File: config.mk
export PLATFORM = sky130hd
export DESIGN_NAME = usr_shift_reg
export DESIGN_NICKNAME = d
export VERILOG_FILES = /design/src/rtl/usr_pkg.sv /design/src/rtl/usr_shift_reg.sv
export SDC_FILE = /design/constraint.sdc
export NUM_CORES = 1
export LEC_CHECK = 0
export ABC_AREA = 1
export CORE_AREA = 4 4 54 56
export DETAILED_ROUTE_END_ITERATION = 12
export DIE_AREA = 0 0 58 60
export PLACE_DENSITY_LB_ADDON = 0.12
export SYNTH_ARGS = -nofsm -noshare
export SYNTH_HDL_FRONTEND = slang
export SYNTH_SLANG_ARGS = --single-unit
File: constraint.sdc
create_clock -name clk_2 -period 2.2 [get_ports clk_2]
set_input_delay 0.22 -clock clk_2 [delete_from_list [all_inputs] [get_ports clk_2]]
set_output_delay 0.22 -clock clk_2 [all_outputs]
set_load 0.1 [all_outputs]
File: src/rtl/usr_pkg.sv
// Shared types and the single-step shift function for usr_shift_reg.
// The rotate paths exist only when USR_ROTATE_EN is defined.
package usr_pkg;

  localparam int MAX_W = 64;
  localparam int IDX_W = $clog2(MAX_W);

  typedef enum logic [2:0] {
    HOLD = 3'd0,
    LOAD = 3'd1,
    SHR  = 3'd2,
    SHL  = 3'd3,
    ROTR = 3'd4,
    ROTL = 3'd5
  } mode_t;

  typedef enum logic {
    IDLE = 1'b0,
    RUN  = 1'b1
  } state_t;

  // Modes that enter RUN; rotates count only when they are built.
  function automatic logic is_shift(input mode_t m);
    logic r;
    case (m)
      SHR, SHL: r = 1'b1;
`ifdef USR_ROTATE_EN
      ROTR, ROTL: r = 1'b1;
`endif
      default: r = 1'b0;
    endcase
    return r;
  endfunction

  // Operates on a zero-extended register; msb is the index of the real top bit.
  function automatic logic [MAX_W-1:0] next_q(input mode_t mode,
                                              input logic [MAX_W-1:0] q,
                                              input logic serial_in,
                                              input logic [IDX_W-1:0] msb);
    logic [MAX_W-1:0] r;
    logic [MAX_W-1:0] mask;
    mask = ~(({MAX_W{1'b1}} << msb) << 1);
    r = q;
    case (mode)
      SHR: begin
        r = q >> 1;
        r[msb] = serial_in;
      end
      SHL: r = ((q << 1) | {{(MAX_W-1){1'b0}}, serial_in}) & mask;
`ifdef USR_ROTATE_EN
      ROTR: begin
        r = q >> 1;
        r[msb] = q[0];
      end
      ROTL: r = ((q << 1) | {{(MAX_W-1){1'b0}}, q[msb]}) & mask;
`endif
      default: r = q;
    endcase
    return r;
  endfunction

endpackage

File: src/rtl/usr_shift_reg.sv
// Universal shift register: parallel load plus multi-step shift with busy/done.
// Define USR_ROTATE_EN to build ROTR/ROTL; otherwise those codes complete as no-ops.
//
// Handshake: start is a strobe honoured only in IDLE (busy=0); done is a
// one-cycle pulse on the edge that writes the final q. Nothing is queued.
module usr_shift_reg
  import usr_pkg::*;
#(
  parameter int WIDTH = 8,
  localparam int CNT_W = $clog2(WIDTH + 1)
) (
  input  logic             clk_2,
  input  logic             reset_n,
  input  logic             start,
  input  mode_t            mode,
  input  logic [CNT_W-1:0] count,
  input  logic             en,
  input  logic [WIDTH-1:0] load_data,
  input  logic             serial_in,
  output logic [WIDTH-1:0] q,
  output logic             serial_out,
  output logic             busy,
  output logic             done,
  output state_t           state
);

  localparam logic [IDX_W-1:0] MSB = IDX_W'(WIDTH - 1);

  mode_t            mode_r, mode_n;
  state_t           state_n;
  logic [CNT_W-1:0] rem, rem_n, count_c;
  logic [WIDTH-1:0] q_n;
  logic             busy_n, done_n;
  logic [MAX_W-1:0] q_ext;

  assign count_c = (count > CNT_W'(WIDTH)) ? CNT_W'(WIDTH) : count;

  always_comb begin
    q_ext = '0;
    q_ext[WIDTH-1:0] = q;
  end

  always_comb begin
    state_n = state;
    q_n     = q;
    rem_n   = rem;
    busy_n  = busy;
    done_n  = 1'b0;
    mode_n  = mode_r;
    case (state)
      IDLE: begin
        if (start) begin
          if (mode == LOAD) begin
            q_n    = load_data;
            done_n = 1'b1;
          end else if (is_shift(mode) && (count_c != '0)) begin
            mode_n  = mode;
            rem_n   = count_c;
            busy_n  = 1'b1;
            state_n = RUN;
          end else begin
            done_n = 1'b1;
          end
        end
      end
      RUN: begin
        if (en) begin
          q_n   = WIDTH'(next_q(mode_r, q_ext, serial_in, MSB));
          rem_n = rem - CNT_W'(1);
          if (rem == CNT_W'(1)) begin
            done_n  = 1'b1;
            busy_n  = 1'b0;
            state_n = IDLE;
          end
        end
      end
      default: state_n = IDLE;
    endcase
  end

  always_ff @(posedge clk_2 or negedge reset_n) begin
    if (!reset_n) begin
      state  <= IDLE;
      q      <= '0;
      rem    <= '0;
      busy   <= 1'b0;
      done   <= 1'b0;
      mode_r <= HOLD;
    end else begin
      state  <= state_n;
      q      <= q_n;
      rem    <= rem_n;
      busy   <= busy_n;
      done   <= done_n;
      mode_r <= mode_n;
    end
  end

  // Serial tap follows the last latched shift direction, not the live mode input.
  always_comb begin
    case (mode_r)
      SHL, ROTL: serial_out = q[WIDTH-1];
      default:   serial_out = q[0];
    endcase
  end

endmodule

==> results of run 1 <==
synth_stat cells, drive strengths merged:
cell / count
a31oi: 1
nand2: 82
dfrtp: 18
nand3: 18
a21oi: 2
o21ai: 6
ha: 2
or2: 1
nor2: 8
inv: 22
o22ai: 3
clkbuf: 2
worst reg2reg max path, delay by kind of cell, from the launching register on:
family	cells	cell delay, ns
and+or+nand+nor	5	0.69
DFF	1	0.56
buffers and inverters	1	0.31
layout make-up:
| type | count | area, µm² |
|---|---|---|
| inverters | 22 | 82.6 |
| multi-input cells | 123 | 558 |
| clock buffers | 4 | 36.3 |
| well taps | 30 | 37.5 |
| flip-flops and latches | 18 | 450 |
| fillers | 243 | 967 |
| repair buffers | 32 | 300 |
path summary, 6_finish.rpt:
path,cells past startpoint,endpoint
worst max-delay path,5,serial_out
worst min-delay path,2,q[3]
worst max register to register,6,q[7]
worst min register to register,2,busy
max in group asynchronous,2,state
min in group clk_2,3,mode_r[0]
per-stage QoR:
step	hold slack [ns]	setup slack [ns]	cells	instance area, µm²	utilization
after floorplan	-0.0756	0.226	165	1100	-
after global placement	0.494	0.612	225	1430	0.587
after detailed placement	0.499	0.540	225	1430	0.587
after CTS	0.236	0.261	229	1470	0.602
after global routing	0.249	0.132	229	1470	0.602
final	0.228	0.266	229	1470	0.602
flip-flops by register name, indices dropped and copies added (netlist names):
name    count
done        1
mode_r      3
state       1
busy        1
q           8
rem         4
cells by family (layout without fill, tap and decap cells):
kind of cell,count (synthesis),after routing,share of synthesized area
AO/OA/AOI/OAI,12,12,0.0704
adder cells (fa/ha/maj),2,2,0.0231
flip-flops,18,18,0.416
AND/OR/NAND/NOR,109,109,0.408
buffers and inverters,24,58,0.0831
metal layers:
layer	wire length [µm]	up-vias	global-route usage
met4	34	0	0.0629
met1	1150	520	0.208
li1	-	573	-
met2	1330	31	0.303
met5	0	-	0
met3	202	4	0.0475
==> impl_metrics.env, run 1 <==
export IMPL_crit_arrival_ns=1.71
export IMPL_clock_sinks=18
export IMPL_slew_violations=0
export IMPL_synth_top_area_cell="dfrtp_1"
export IMPL_maxSlewHeadroom=0.676
export IMPL_synthesis_area_um2=1080
export IMPL_design_die_area_um2=3480
export IMPL_yosys_warnings=0
export IMPL_finalSetupViolations=0
export IMPL_hpwl_um=2060
export IMPL_seq_area_frac_synth=0.416
export IMPL_vias=1128
export IMPL_fin_skew_ns=0.00470
export IMPL_post_cts_resize_count=0
export IMPL_ys_seq_elements=18
export IMPL_cts_buffer_depth=2
export IMPL_r2r_slack_ns=0.54
export IMPL_die_h_um=60
export IMPL_drt_wl_total_um=2720
export IMPL_min_period_ns=1.93
export IMPL_status="completed"
export IMPL_fin_crit_sh=0.879
export IMPL_cp_slowest_cell="dfrtp_1"
export IMPL_cts_tree="built"
export IMPL_layout_commonest_cell="nand2_1"
export IMPL_initial_core_util=0.445
export IMPL_synth_top_area_share=0.416
export IMPL_grt_pass1_wl_um=4690
export IMPL_grt_ovfl_total=0
export IMPL_cp_startpoint="mode_r[2]"
export IMPL_cp_cell_sequence="inv_1 -> nand3_1 -> a21oi_1 -> a31oi_4 -> buf_12"
export IMPL_fin_setup_tns_ns=0
export IMPL_wl_per_cell_um=11.9
export IMPL_clk_latency_ns=0.30
export IMPL_gp_congestion=0.824
export IMPL_cp_start_kind="flip-flop"
export IMPL_tightestPinTransition_ns=0.485
export IMPL_antenna_found_initial=0
export IMPL_layout_common_cells="81 x nand2_1, 21 x inv_1, 19 x clkdlybuf4s50_1, 18 x dfrtp_1, 17 x nand3_1"
export IMPL_ctsHoldBuffers=0
export IMPL_ctsRootBufferMaster="clkbuf_4"
export IMPL_grt_max_degree=19
export IMPL_num_io_pins=32
export IMPL_fp_coreArea_um2=2430
export IMPL_detail_route_antenna_nets=0
export IMPL_synth_area_per_cell_um2=6.57
export IMPL_rsz0062_at_grt="false"
export IMPL_end_kind="output port"
export IMPL_cp_buffers_inverters=2
export IMPL_antenna_cells=0
export IMPL_die_w_um=58
export IMPL_track_usage=0.175
export IMPL_cts_inserted_buffers=3
export IMPL_timing_fmax_mhz=517
export IMPL_drc=0
export IMPL_post_cts_buffers=0
export IMPL_critPathMaxFanout=10
export IMPL_hold_viol_final=0
export IMPL_cp_top_family="flip-flops"
export IMPL_initialDrtViolationCount=30
export IMPL_syn_to_final_growth_pct=35.2
export IMPL_critical_path_class="reg2out"
export IMPL_r2r_start="state"
export IMPL_synthDistinctLibCells=17
export IMPL_vias_per_cell=4.93
export IMPL_clkTransAtPathRegs_ns=0.11
export IMPL_grt_pass1_vias=1077
export IMPL_htreeDepth=1
export IMPL_hold_class="in2async"
export IMPL_io_buffer_count=31
export IMPL_layout_nets=222
export IMPL_required_ns=1.98
export IMPL_rows=18
export IMPL_synthCells=165
export IMPL_synthTopCellsByArea="dfrtp_1 42%, nand2_1 28%, nand3_1 7.9%"
export IMPL_firstDrtPassIters=4
export IMPL_slowest_delay_ns=0.45
export IMPL_cap_violations=0
export IMPL_synth_nets=187
export IMPL_drive_gt1_frac=0.116
Power of run 1 is left out: the tool's default activity adds up to more than one toggle a clock period on the data nets, which glitch-free logic cannot reach.
==> inputs of run 2 (changes only) <==
CORE_AREA = 4 4 52 54   (was 4 4 54 56)
DIE_AREA = 0 0 56 58   (was 0 0 58 60)
HOLD_SLACK_MARGIN = 0.06   (was unset)
==> run 2 against run 1 <==
Non-clock buffer count unchanged. Sequential share of layout area increased by 0.053 points. Critical path depth is the same. Count of clock-buffer cells in the layout unchanged. Via count fell by 1.4%. Global-route usage is 0.15 points higher. Final area shrank 0.17%. Critical path type unchanged. Critical endpoint unchanged.
==> impl_metrics.env, run 2 (synthesized netlist as in run 1, its figures left out) <==
export IMPL_htreeDepth=1
export IMPL_status="completed"
export IMPL_antenna_found_initial=0
export IMPL_drc=0
export IMPL_initial_core_util=0.490
export IMPL_drive_gt1_frac=0.116
export IMPL_end_kind="output port"
export IMPL_rows=17
export IMPL_fin_setup_tns_ns=0
export IMPL_hold_class="in2async"
export IMPL_hold_viol_final=0
export IMPL_cp_slowest_cell="dfrtp_1"
export IMPL_cp_start_kind="flip-flop"
export IMPL_layout_nets=222
export IMPL_critPathMaxFanout=10
export IMPL_finalSetupViolations=0
export IMPL_grt_pass1_vias=1080
export IMPL_largestRegisters="q (8), rem (4), mode_r (3)"
export IMPL_gp_congestion=0.852
export IMPL_post_cts_resize_count=0
export IMPL_initialDrtViolationCount=30
export IMPL_clkTransAtPathRegs_ns=0.11
export IMPL_grt_max_degree=19
export IMPL_vias=1112
export IMPL_grt_pass1_wl_um=4680
export IMPL_cts_tree="built"
export IMPL_cts_buffer_depth=2
export IMPL_fp_coreArea_um2=2210
export IMPL_stdcell_count=227
export IMPL_timing_fmax_mhz=521
export IMPL_max_flop_register="q"
export IMPL_grt_ovfl_total=0
export IMPL_firstDrtPassIters=4
export IMPL_hpwl_um=2030
export IMPL_design_die_area_um2=3250
export IMPL_detail_route_antenna_nets=0
export IMPL_tightestPinTransition_ns=0.494
export IMPL_layout_commonest_cell="nand2_1"
export IMPL_clk_latency_ns=0.29
export IMPL_ctsHoldBuffers=0
export IMPL_post_cts_buffers=0
export IMPL_ctsRootBufferMaster="clkbuf_4"
export IMPL_min_period_ns=1.92
export IMPL_cap_violations=0
export IMPL_critical_path_class="reg2out"
export IMPL_fin_skew_ns=0.00101
export IMPL_crit_arrival_ns=1.70
export IMPL_cp_cell_sequence="inv_1 -> nand3_1 -> a21oi_1 -> a31oi_4 -> buf_12"
export IMPL_largest_reg_flops=8
export IMPL_io_buffer_count=31
export IMPL_required_ns=1.98
export IMPL_syn_to_final_growth_pct=35.0
export IMPL_num_io_pins=32
export IMPL_clock_sinks=18
export IMPL_die_h_um=58
export IMPL_dp_cells=223
export IMPL_die_w_um=56
export IMPL_fin_crit_sh=0.873
export IMPL_wl_per_cell_um=11.6
export IMPL_rsz0062_at_grt="false"
export IMPL_cts_inserted_buffers=3
export IMPL_layout_common_cells="81 x nand2_1, 21 x inv_1, 19 x clkdlybuf4s50_1, 18 x dfrtp_1, 17 x nand3_1"
export IMPL_drt_wl_total_um=2630
export IMPL_track_usage=0.177
export IMPL_slowest_delay_ns=0.45
export IMPL_vias_per_cell=4.90
export IMPL_slew_violations=0
export IMPL_antenna_cells=0
export IMPL_fillCellCount=201
export IMPL_maxSlewHeadroom=0.670
[run 2: critical path: cells and delay by family, from the launching register on]
family,cells,cell delay [ns]
DFF,1,0.45
buffers and inverters,2,0.26
and+or+nand+nor,1,0.29
AOI/OAI and AO/OA,2,0.41
[run 2: layout make-up]
cell class / count / area [µm²] / share of cell area
multi-input combinational: 123 / 558 / 0.382
sequential: 18 / 450 / 0.308
timing repair buffer: 32 / 300 / 0.205
inverter: 22 / 82.6 / 0.0565
clock buffer: 4 / 36.3 / 0.0248
tap: 28 / 35.0 / 0.0240
[run 2: final timing paths]
path	from	endpoint	slack, ns	depth (start not counted)
hold / removal	reset_n	q[4]	0.25	2
max in group asynchronous	reset_n	rem[3]	1.76	2
hold reg to reg	q[2]	q[2]	0.52	2
min in group clk_2	mode[0]	mode_r[0]	0.50	3
setup / recovery	mode_r[2]	serial_out	0.28	5
setup reg to reg	state	q[1]	0.53	6
[run 2: per-stage QoR]
step	area [µm²]	setup slack, ns	utilization	hold WS, ns
after CTS	1460	0.267	0.661	0.246
after global routing	1460	0.127	0.661	0.246
after floorplan	1100	0.226	-	-0.0756
after detailed placement	1430	0.542	0.645	0.502
final	1460	0.279	0.661	0.246
after global placement	1430	0.633	0.645	0.495
[run 2: per-layer routing]
| layer | vias to the layer above | routed length (µm) | GRT usage |
|---|---|---|---|
| met2 | 29 | 1250 | 0.306 |
| met4 | 0 | 17 | 0.0542 |
| met1 | 504 | 1200 | 0.219 |
| li1 | 577 | - | - |
| met5 | - | 0 | 0 |
| met3 | 2 | 154 | 0.0423 |
Power of run 2 is left out for the same reason.
==> inputs of run 3 (changes only) <==
GPL_TIMING_DRIVEN = 1   (was unset)
==> results of run 3 <==
Same layout as run 2: the final DEF is identical, and so are final timing and power.
Power of run 3 is left out for the same reason.
